===== src/rtl/regbank_ctx_ctrl_if.sv =====
// Register-bank and memory access bundle for the context save/restore sequencer.
//   master: the sequencer (drives bank selects/write, memory address/data/requests)
//   slave : the bank/memory side (returns bank read data, memory read data, mem_ready)
//   rb_sr1/rb_rData1          bank read port 1 (read data combinational from rb_sr1)
//   rb_dr/rb_wrData/rb_write  bank write port
//   mem_addr/mem_wdata/mem_we/mem_re/mem_rdata/mem_ready  memory request/handshake
interface regbank_ctx_ctrl_if #(
    parameter int unsigned DW = 32,
    parameter int unsigned AW = 32,
    parameter int unsigned RW = 5
) ();
    logic [RW-1:0] rb_sr1;
    logic [DW-1:0] rb_rData1;
    logic [RW-1:0] rb_dr;
    logic [DW-1:0] rb_wrData;
    logic          rb_write;
    logic [AW-1:0] mem_addr;
    logic [DW-1:0] mem_wdata;
    logic          mem_we;
    logic          mem_re;
    logic [DW-1:0] mem_rdata;
    logic          mem_ready;

    modport master (
        output rb_sr1, rb_dr, rb_wrData, rb_write,
        output mem_addr, mem_wdata, mem_we, mem_re,
        input  rb_rData1, mem_rdata, mem_ready
    );

    modport slave (
        input  rb_sr1, rb_dr, rb_wrData, rb_write,
        input  mem_addr, mem_wdata, mem_we, mem_re,
        output rb_rData1, mem_rdata, mem_ready
    );
endinterface


===== src/rtl/regbank_ctx_ctrl.sv =====
// Context save/restore sequencer for the register bank (R0-R15, SP, PC).
// Save walks idx 0..NREGS-1 copying bank[idx] to memory at base+4*idx; restore copies
// memory back into the bank. While busy the sequencer owns bank read port 1 and the
// write port.
// Ports:
//   clk, reset (async, active-low)
//   save_req, restore_req  start requests, sampled only when idle (save wins if both)
//   base_addr              save-area byte address, latched at start
//   busy, done             busy from the first cycle after start through the done cycle
//   chksum                 XOR of all transferred words (only with REGBANK_CTX_CHECKSUM_EN)
//   bus                    regbank_ctx_ctrl_if.master: bank and memory access
// Optional feature macro: REGBANK_CTX_CHECKSUM_EN
module regbank_ctx_ctrl #(
    parameter int unsigned NREGS = 16,
    parameter int unsigned DW    = 32,
    parameter int unsigned AW    = 32,
    parameter int unsigned RW    = 5
) (
    input  logic              clk,
    input  logic              reset,
    input  logic              save_req,
    input  logic              restore_req,
    input  logic [AW-1:0]     base_addr,
    output logic              busy,
    output logic              done,
`ifdef REGBANK_CTX_CHECKSUM_EN
    output logic [DW-1:0]     chksum,
`endif
    regbank_ctx_ctrl_if.master bus
);

    typedef enum logic [2:0] {
        StIdle, StSaveRd, StSaveWr, StRstRq, StRstWb, StDone
    } state_e;

    localparam logic [RW-1:0] LastIdx = RW'(NREGS - 1);

    state_e        state_q, state_d;
    logic [RW-1:0] idx_q, idx_d;
    logic [AW-1:0] base_q, base_d;
    logic [DW-1:0] data_q, data_d;

    logic          busy_q, busy_d, done_q, done_d;
    logic [RW-1:0] rb_sr1_q, rb_sr1_d, rb_dr_q, rb_dr_d;
    logic [DW-1:0] rb_wrdata_q, rb_wrdata_d;
    logic          rb_write_q, rb_write_d;
    logic [AW-1:0] mem_addr_q, mem_addr_d;
    logic [DW-1:0] mem_wdata_q, mem_wdata_d;
    logic          mem_we_q, mem_we_d, mem_re_q, mem_re_d;
`ifdef REGBANK_CTX_CHECKSUM_EN
    logic [DW-1:0] chk_q, chk_d;
`endif

    always_comb begin
        state_d = state_q;
        idx_d   = idx_q;
        base_d  = base_q;
        data_d  = data_q;
`ifdef REGBANK_CTX_CHECKSUM_EN
        chk_d   = chk_q;
`endif
        unique case (state_q)
            StIdle: begin
                if (save_req || restore_req) begin
                    state_d = save_req ? StSaveRd : StRstRq;
                    base_d  = base_addr;
                    idx_d   = '0;
`ifdef REGBANK_CTX_CHECKSUM_EN
                    chk_d   = '0;
`endif
                end
            end
            StSaveRd: begin
                // rb_sr1_q already selects idx_q, so rb_rData1 is bank[idx_q] here
                data_d  = bus.rb_rData1;
                state_d = StSaveWr;
            end
            StSaveWr: begin
                if (bus.mem_ready) begin
`ifdef REGBANK_CTX_CHECKSUM_EN
                    chk_d = chk_q ^ data_q;
`endif
                    if (idx_q == LastIdx) begin
                        state_d = StDone;
                    end else begin
                        idx_d   = idx_q + RW'(1);
                        state_d = StSaveRd;
                    end
                end
            end
            StRstRq: begin
                if (bus.mem_ready) begin
                    data_d  = bus.mem_rdata;
                    state_d = StRstWb;
                end
            end
            StRstWb: begin
`ifdef REGBANK_CTX_CHECKSUM_EN
                chk_d = chk_q ^ data_q;
`endif
                if (idx_q == LastIdx) begin
                    state_d = StDone;
                end else begin
                    idx_d   = idx_q + RW'(1);
                    state_d = StRstRq;
                end
            end
            StDone:  state_d = StIdle;
            default: state_d = StIdle;
        endcase

        // Outputs are registered, so they are decoded from the next state and held
        // unchanged across mem_ready stalls.
        busy_d      = (state_d != StIdle);
        done_d      = (state_d == StDone);
        rb_sr1_d    = (state_d == StSaveRd) ? idx_d : '0;
        mem_we_d    = (state_d == StSaveWr);
        mem_re_d    = (state_d == StRstRq);
        mem_addr_d  = (mem_we_d || mem_re_d) ? base_d + (AW'(idx_d) << 2) : '0;
        mem_wdata_d = mem_we_d ? data_d : '0;
        rb_write_d  = (state_d == StRstWb);
        rb_dr_d     = rb_write_d ? idx_d : '0;
        rb_wrdata_d = rb_write_d ? data_d : '0;
    end

    always_ff @(posedge clk or negedge reset) begin
        if (!reset) begin
            state_q     <= StIdle;
            idx_q       <= '0;
            base_q      <= '0;
            data_q      <= '0;
            busy_q      <= 1'b0;
            done_q      <= 1'b0;
            rb_sr1_q    <= '0;
            rb_dr_q     <= '0;
            rb_wrdata_q <= '0;
            rb_write_q  <= 1'b0;
            mem_addr_q  <= '0;
            mem_wdata_q <= '0;
            mem_we_q    <= 1'b0;
            mem_re_q    <= 1'b0;
`ifdef REGBANK_CTX_CHECKSUM_EN
            chk_q       <= '0;
`endif
        end else begin
            state_q     <= state_d;
            idx_q       <= idx_d;
            base_q      <= base_d;
            data_q      <= data_d;
            busy_q      <= busy_d;
            done_q      <= done_d;
            rb_sr1_q    <= rb_sr1_d;
            rb_dr_q     <= rb_dr_d;
            rb_wrdata_q <= rb_wrdata_d;
            rb_write_q  <= rb_write_d;
            mem_addr_q  <= mem_addr_d;
            mem_wdata_q <= mem_wdata_d;
            mem_we_q    <= mem_we_d;
            mem_re_q    <= mem_re_d;
`ifdef REGBANK_CTX_CHECKSUM_EN
            chk_q       <= chk_d;
`endif
        end
    end

    assign busy          = busy_q;
    assign done          = done_q;
    assign bus.rb_sr1    = rb_sr1_q;
    assign bus.rb_dr     = rb_dr_q;
    assign bus.rb_wrData = rb_wrdata_q;
    assign bus.rb_write  = rb_write_q;
    assign bus.mem_addr  = mem_addr_q;
    assign bus.mem_wdata = mem_wdata_q;
    assign bus.mem_we    = mem_we_q;
    assign bus.mem_re    = mem_re_q;
`ifdef REGBANK_CTX_CHECKSUM_EN
    assign chksum        = chk_q;
`endif

endmodule


===== src/flat_wrapper.sv =====
// flat-port wrapper written by rule: the top's interface ports become plain ports
module regbank_ctx_ctrl_flat 
#(
    parameter int unsigned NREGS = 16,
    parameter int unsigned DW    = 32,
    parameter int unsigned AW    = 32,
    parameter int unsigned RW    = 5
)
  (clk, reset, save_req, restore_req, base_addr, busy, done, bus_rb_sr1, bus_rb_dr, bus_rb_wrData, bus_rb_write, bus_mem_addr, bus_mem_wdata, bus_mem_we, bus_mem_re, bus_rb_rData1, bus_mem_rdata, bus_mem_ready);
  regbank_ctx_ctrl_if #(.DW(DW), .AW(AW), .RW(RW)) bus_i ();
  input  logic clk;
  input  logic reset;
  input  logic save_req;
  input  logic restore_req;
  input  logic [AW-1:0] base_addr;
  output logic busy;
  output logic done;
  output wire logic [$bits(bus_i.rb_sr1)-1:0] bus_rb_sr1;
  output wire logic [$bits(bus_i.rb_dr)-1:0] bus_rb_dr;
  output wire logic [$bits(bus_i.rb_wrData)-1:0] bus_rb_wrData;
  output wire logic [$bits(bus_i.rb_write)-1:0] bus_rb_write;
  output wire logic [$bits(bus_i.mem_addr)-1:0] bus_mem_addr;
  output wire logic [$bits(bus_i.mem_wdata)-1:0] bus_mem_wdata;
  output wire logic [$bits(bus_i.mem_we)-1:0] bus_mem_we;
  output wire logic [$bits(bus_i.mem_re)-1:0] bus_mem_re;
  input wire logic [$bits(bus_i.rb_rData1)-1:0] bus_rb_rData1;
  input wire logic [$bits(bus_i.mem_rdata)-1:0] bus_mem_rdata;
  input wire logic [$bits(bus_i.mem_ready)-1:0] bus_mem_ready;
  assign bus_rb_sr1 = bus_i.rb_sr1;
  assign bus_rb_dr = bus_i.rb_dr;
  assign bus_rb_wrData = bus_i.rb_wrData;
  assign bus_rb_write = bus_i.rb_write;
  assign bus_mem_addr = bus_i.mem_addr;
  assign bus_mem_wdata = bus_i.mem_wdata;
  assign bus_mem_we = bus_i.mem_we;
  assign bus_mem_re = bus_i.mem_re;
  assign bus_i.rb_rData1 = bus_rb_rData1;
  assign bus_i.mem_rdata = bus_mem_rdata;
  assign bus_i.mem_ready = bus_mem_ready;
  regbank_ctx_ctrl #(.NREGS(NREGS), .DW(DW), .AW(AW), .RW(RW)) u_core (.clk(clk), .reset(reset), .save_req(save_req), .restore_req(restore_req), .base_addr(base_addr), .busy(busy), .done(done), .bus(bus_i));
endmodule

===== config.mk =====
export PLATFORM = sky130hd
export DESIGN_NAME = regbank_ctx_ctrl_flat
export DESIGN_NICKNAME = d
export VERILOG_FILES = /design/src/rtl/regbank_ctx_ctrl_if.sv /design/src/rtl/regbank_ctx_ctrl.sv /design/src/flat_wrapper.sv
export SDC_FILE = /design/constraint.sdc
export NUM_CORES = 1
export LEC_CHECK = 0
export ABC_AREA = 1
export CAP_MARGIN = 10
export CORE_ASPECT_RATIO = 0.75
export CORE_MARGIN = 2
export CORE_UTILIZATION = 52
export CTS_CLUSTER_SIZE = 10
export DETAILED_ROUTE_END_ITERATION = 8
export PLACE_DENSITY = 0.95
export SLEW_MARGIN = 15
export SYNTH_ARGS = -nofsm -noshare
export SYNTH_HDL_FRONTEND = slang
export SYNTH_SLANG_ARGS = --single-unit

===== constraint.sdc =====
create_clock -name clk -period 6.6 [get_ports clk]
set_clock_uncertainty 0.05 [all_clocks]
set_input_delay 1.65 -clock clk [delete_from_list [all_inputs] [get_ports clk]]
set_output_delay 1.65 -clock clk [all_outputs]
set_load 0.05 [all_outputs]

### Word-level counts from Yosys, hierarchy flattened

Cells that the tools add are included.
Widths: inputs -> output; s select.

* $add $sub $neg: 2
* $mul: 0
* div/mod/pow operators: 0
* order comparisons: 0
* equal/unequal tests: 10
* shifts and indexed selects: 0
* muxes and demuxes: 20
* bitwise operators: 0
* reductions and logical operators: 4

Operators with widths (number)
* $mux 32: 6
* $pmux 32 s2: 1
* $add 32x7->32: 1
* $mux 5: 5
* $mux 3: 5
* $pmux 3 s5: 1
* $pmux 5 s3: 1
* $eq 3x2->1 const B: 4
* $eq 3x3->1 const B: 3
* $eq 3x1->1 const B: 2
* $add 5x1->5 const B: 1
* $eq 5x4->1 const B: 1
* $logic_not 3->1: 1
* $reduce_bool 3->1: 1
* $logic_or 1x1->1: 2
* $mux 2: 1

* bits in registers: 183
* latch bits: 0
* memory bits (writable): 0
* bits in read-only memories: 0
* memories: 0

### Depth between registers and ports, before layout

* depth in word-level cells: 7
* depth in mapped cells: 25

### Least setup slack after synthesis

Ideal clock, no wire load.

* kind: in2reg
* start point: input port restore_req
* end point: register u_core.mem_addr_q[22], in the netlist u_core.bus.mem_addr[22]
* arrival: 4.308 ns
* required time: 6.479 ns
* slack: 2.171 ns
* stages: 25
* buffers on the path: 3
* path through: inv_1 nand2_4 nand3_2 buf_6 buf_6 buf_6 a21oi_2 o21ai_0 nand2_1 o21ai_1 ha_1 inv_1 fa_1 nand3b_1 nand2_1 nand2_1 nand2_1 nand3_2 nor2_2 inv_1 nor2_4 nand2_1 nand2_1 inv_1 nor2_1

* elaborated cells between the ends (all ways): 12

RTL lines
* start: declaration: RTL line flat_wrapper.sv:14 `input logic restore_req;`
* $logic_or 1x1->1: RTL line regbank_ctx_ctrl.sv:64 `if (save_req || restore_req) begin`
* $mux 5: RTL line regbank_ctx_ctrl.sv:64
* $pmux 5 s3: RTL line regbank_ctx_ctrl.sv:62 `unique case (state_q)`
* net u_core.idx_d[0]: RTL line regbank_ctx_ctrl.sv:39 `logic [RW-1:0] idx_q, idx_d;`
* $add 32x7->32: RTL line regbank_ctx_ctrl.sv:119 `mem_addr_d = (mem_we_d || mem_re_d) ? base_d + (AW'(idx_d) << 2) : '0;`
* $mux 32: RTL line regbank_ctx_ctrl.sv:119
* net u_core.mem_addr_d[22]: RTL line regbank_ctx_ctrl.sv:47 `logic [AW-1:0] mem_addr_q, mem_addr_d;`
* end signal: assignment: RTL line regbank_ctx_ctrl.sv:156 `mem_addr_q <= mem_addr_d;`
* end: declaration: RTL line regbank_ctx_ctrl.sv:47

The timed path passes the listed nets, and every way through them passes these cells.

### Worst setup path after layout

* start point: input port save_req
* end point: register u_core.mem_addr_q[24], in the netlist u_core.bus.mem_addr[24]

* elaborated cells between the ends (all ways): 13

RTL lines
* start: declaration: RTL line flat_wrapper.sv:13 `input logic save_req;`
* $logic_or 1x1->1: RTL line regbank_ctx_ctrl.sv:64
* $mux 32: RTL line regbank_ctx_ctrl.sv:64
* $mux 32: RTL line regbank_ctx_ctrl.sv:62
* net u_core.base_d[2]: RTL line regbank_ctx_ctrl.sv:40 `logic [AW-1:0] base_q, base_d;`
* $add 32x7->32: RTL line regbank_ctx_ctrl.sv:119
* $mux 32: RTL line regbank_ctx_ctrl.sv:119
* net u_core.mem_addr_d[24]: RTL line regbank_ctx_ctrl.sv:47

The timed path passes the listed nets, and every way through them passes these cells.

==> run summary <==
drt drc = 0
largest cells by area after synthesis = dfrtp_1, nand2_1, inv_1
total setup buffers inserted after CTS = 0
crit path max fanout = 25
Layout area overhead = 37.80%
max-slew violations = 0
TritonRoute pass-1 iters = 5
CP startpoint kind = primary input
IO Pins = 212
synthesized instance count = 789
CTS tree = done
clk buf depth = 2
# H-tree levels = 4
Setup-failing EPs final = 0
Yosys top cell by area = dfrtp_1
fin crit share = 0.7175
Worst Tran Pin Value = 1.152 ns
port bufs = 211
Detailed Place HPWL = 13970 um
GP Congestion = 0.8845
vias per cell = 5.063
Crit. End Element = flip-flop
CTS Root Cell = clkbuf_16
setup TNS = 0 ns
Power Dens Cells = 495.1 nW/um2
initial antenna violation count = 0
max-capacitance violation count = 0
largest net degree at the start of global routing = 101
Initial Util = 0.5271
Async S/R FF share, synth = 1.000
Synth top area share = 0.6071
Worst-path clk slew = 0.07 ns
hold endpoint = u_core.base_q[0]$_DFF_PN0_
min cycle time layout = 4.735 ns
cell count of the worst reg-to-reg path = 24
number of flops mapped to enable cells by yosys = 0
Avg Inst Size Synth = 9.561 um2
# clock sinks = 183
RSZ-0062 raised after global routing = no
first-pass GRT wire length = 31510 um
reg2reg end = u_core.bus.mem_addr[24]$_DFF_PN0_
Die X = 143.1 um
CP arrival = 5.05 ns
Cell Rows = 38
HP Start = u_core.base_q[0]$_DFF_PN0_
Worst VDD drop = 0.0002786 V
relative slew slack = 0.2308
fin cells = 1212
Tot GR Track Use = 0.2677
core area = 14310 um2
Overflow after GRT = 0
Synth cell types = 42
reg2reg start = u_core.state_q[1]$_DFF_PN0_
vias in the first global route = 6225
Synthesis Warnings = 0
DP Cell Count = 1180
Syn Nets = 897
DRT iter0 DRCs = 478
post-route ant nets = 0
antenna cell count = 0
most common cell in the netlist = nand2_1
Fin. Hold Viols = 0
worst-skew pair later-pin latency = 0.43 ns
Top FF cell, synth = dfrtp_1
die height = 108.3 um
Leak Pwr = 5.244 nW
WHS Path Cells = 2
WS Path Type = primary input to flip-flop
vias = 6136
hold_ws = 0.4279 ns
multi-input logic area = 2335 um2
sequential fraction of the synthesis area = 0.6071
Routed WL = 19950 um
ratio of cells with drive above 1 in the final layout = 0.09190
die area = 15500 um2
status = complete, no violations
Required @ worst endpoint = 6.91 ns
Post-CTS Hold Fix Bufs = 0
fillers = 982
synthesized area = 7543 um2
nets = 1107
Post-synth top cells = nand2_1, dfrtp_1, inv_1
Num CTS Buffers = 17
CTS resizes = 0
wire length per cell = 16.46 um
register area = 4579 um2
Hold Crit Class = flip-flop to flip-flop
flop2flop setup slack = 2.58 ns
#FFs+latches synth = 183
FMAX = 0.2112 GHz
where the power goes:
part	switching, mW	total (mW)	internal, mW	leakage, nW
clock	0.473	1.05	0.576	0.294
sequential	0.127	1.63	1.50	2.40
combinational	1.71	2.47	0.762	2.55
total	2.31	5.15	2.84	5.24
area by class of cell:
class	count	share of cell area
clock inverter	15	0.01745
inverter	126	0.04550
sequential	183	0.4405
timing repair buffer	216	0.2069
clock buffer	17	0.04092
multi-input combinational	455	0.2246
tap	200	0.02407
metal layers:
layer / routed length, um / vias up / global-route usage / part of all wire
met5: 0 / - / 0 / 0
met4: 587 / 0 / 0.1146 / 0.029
met3: 1520 / 45 / 0.06687 / 0.076
met2: 9716 / 254 / 0.4385 / 0.49
met1: 8123 / 2942 / 0.3428 / 0.41
li1: - / 2895 / - / -
flip-flops by register name, indices dropped and copies added, names as in the netlist, 3 cells and up:
| signal | cells |
|---|---|
| u_core.bus.mem_wdata | 32 |
| u_core.bus.rb_sr1 | 5 |
| u_core.data_q | 32 |
| u_core.bus.mem_addr | 32 |
| u_core.bus.rb_dr | 5 |
| u_core.base_q | 32 |
| u_core.idx_q | 5 |
| u_core.state_q | 3 |
| u_core.bus.rb_wrData | 32 |
placed cells by master (no fill, tap or decap), types with 3 or more instances in the layout:
cell,synthesis,final
clkdlybuf4s50_1,0,210
nor3_1,4,4
nand2_1,187,187
nand4_1,8,8
o21ai_2,3,3
a221o_1,31,31
buf_4,1,5
inv_8,0,4
inv_6,0,6
nand2_2,11,11
clkbuf_16,0,17
ha_1,6,6
inv_2,8,8
nor2_1,93,93
nor2_2,19,19
a21oi_1,18,18
o21ai_0,14,14
nand3_1,23,23
nand3_2,3,3
inv_1,118,118
o21ai_1,6,6
dfrtp_1,183,183
nor2_4,4,4
cells by family (layout without fill, tap and decap cells):
logic type	Yosys count	after routing	share of synthesized area
AND/OR/NAND/NOR	361	361	0.2098
flip-flops	183	183	0.6071
buffers and inverters	151	374	0.08343
AO/OA/AOI/OAI	84	84	0.08360
adder cells (fa/ha/maj)	7	7	0.01261
XOR/XNOR	3	3	0.003484
through the flow:
stage | power [mW] | cell area [um2] | setup WS [ns] | utilization
after floorplan | 3.333 | 7543 | 2.171 | -
after global placement | 4.004 | 9788 | 1.689 | 0.6839
after detailed placement | 4.084 | 9788 | 1.505 | 0.6839
after CTS | 5.151 | 10400 | 1.920 | 0.7264
after global routing | 5.451 | 10400 | 1.561 | 0.7264
final | 5.146 | 10400 | 1.865 | 0.7264
worst max-delay path, cell delays in order:
cell and delay [ns]:
clkdlybuf4s50_1 0.52, nor2_1 0.08, nor2_4 0.56, nand2_1 0.13, nand2_1 0.13, ha_1 0.19, inv_1 0.08, fa_1 0.39
nand3b_1 0.18, nand2_1 0.10, nand2_1 0.08, nand2_1 0.13, nand3_2 0.13, inv_1 0.14, nand2_1 0.10, nor2_4 0.19
nand2_1 0.07, nand2_1 0.06, inv_1 0.04, nor2_1 0.09
worst max-delay path by stage:
stage	from	endpoint	slack [ns]	cells past startpoint
finish	save_req	u_core.bus.mem_addr[24]$_DFF_PN0_	1.86	20
global placement	save_req	u_core.bus.mem_addr[25]$_DFF_PN0_	1.69	20
global route	save_req	u_core.bus.mem_addr[24]$_DFF_PN0_	1.56	20
floorplan	restore_req	u_core.bus.mem_addr[22]$_DFF_PN0_	2.17	25
CTS	save_req	u_core.bus.mem_addr[24]$_DFF_PN0_	1.92	20
detailed placement	save_req	u_core.bus.mem_addr[22]$_DFF_PN0_	1.51	20
Note: power is estimated with default switching activity, not from simulation.
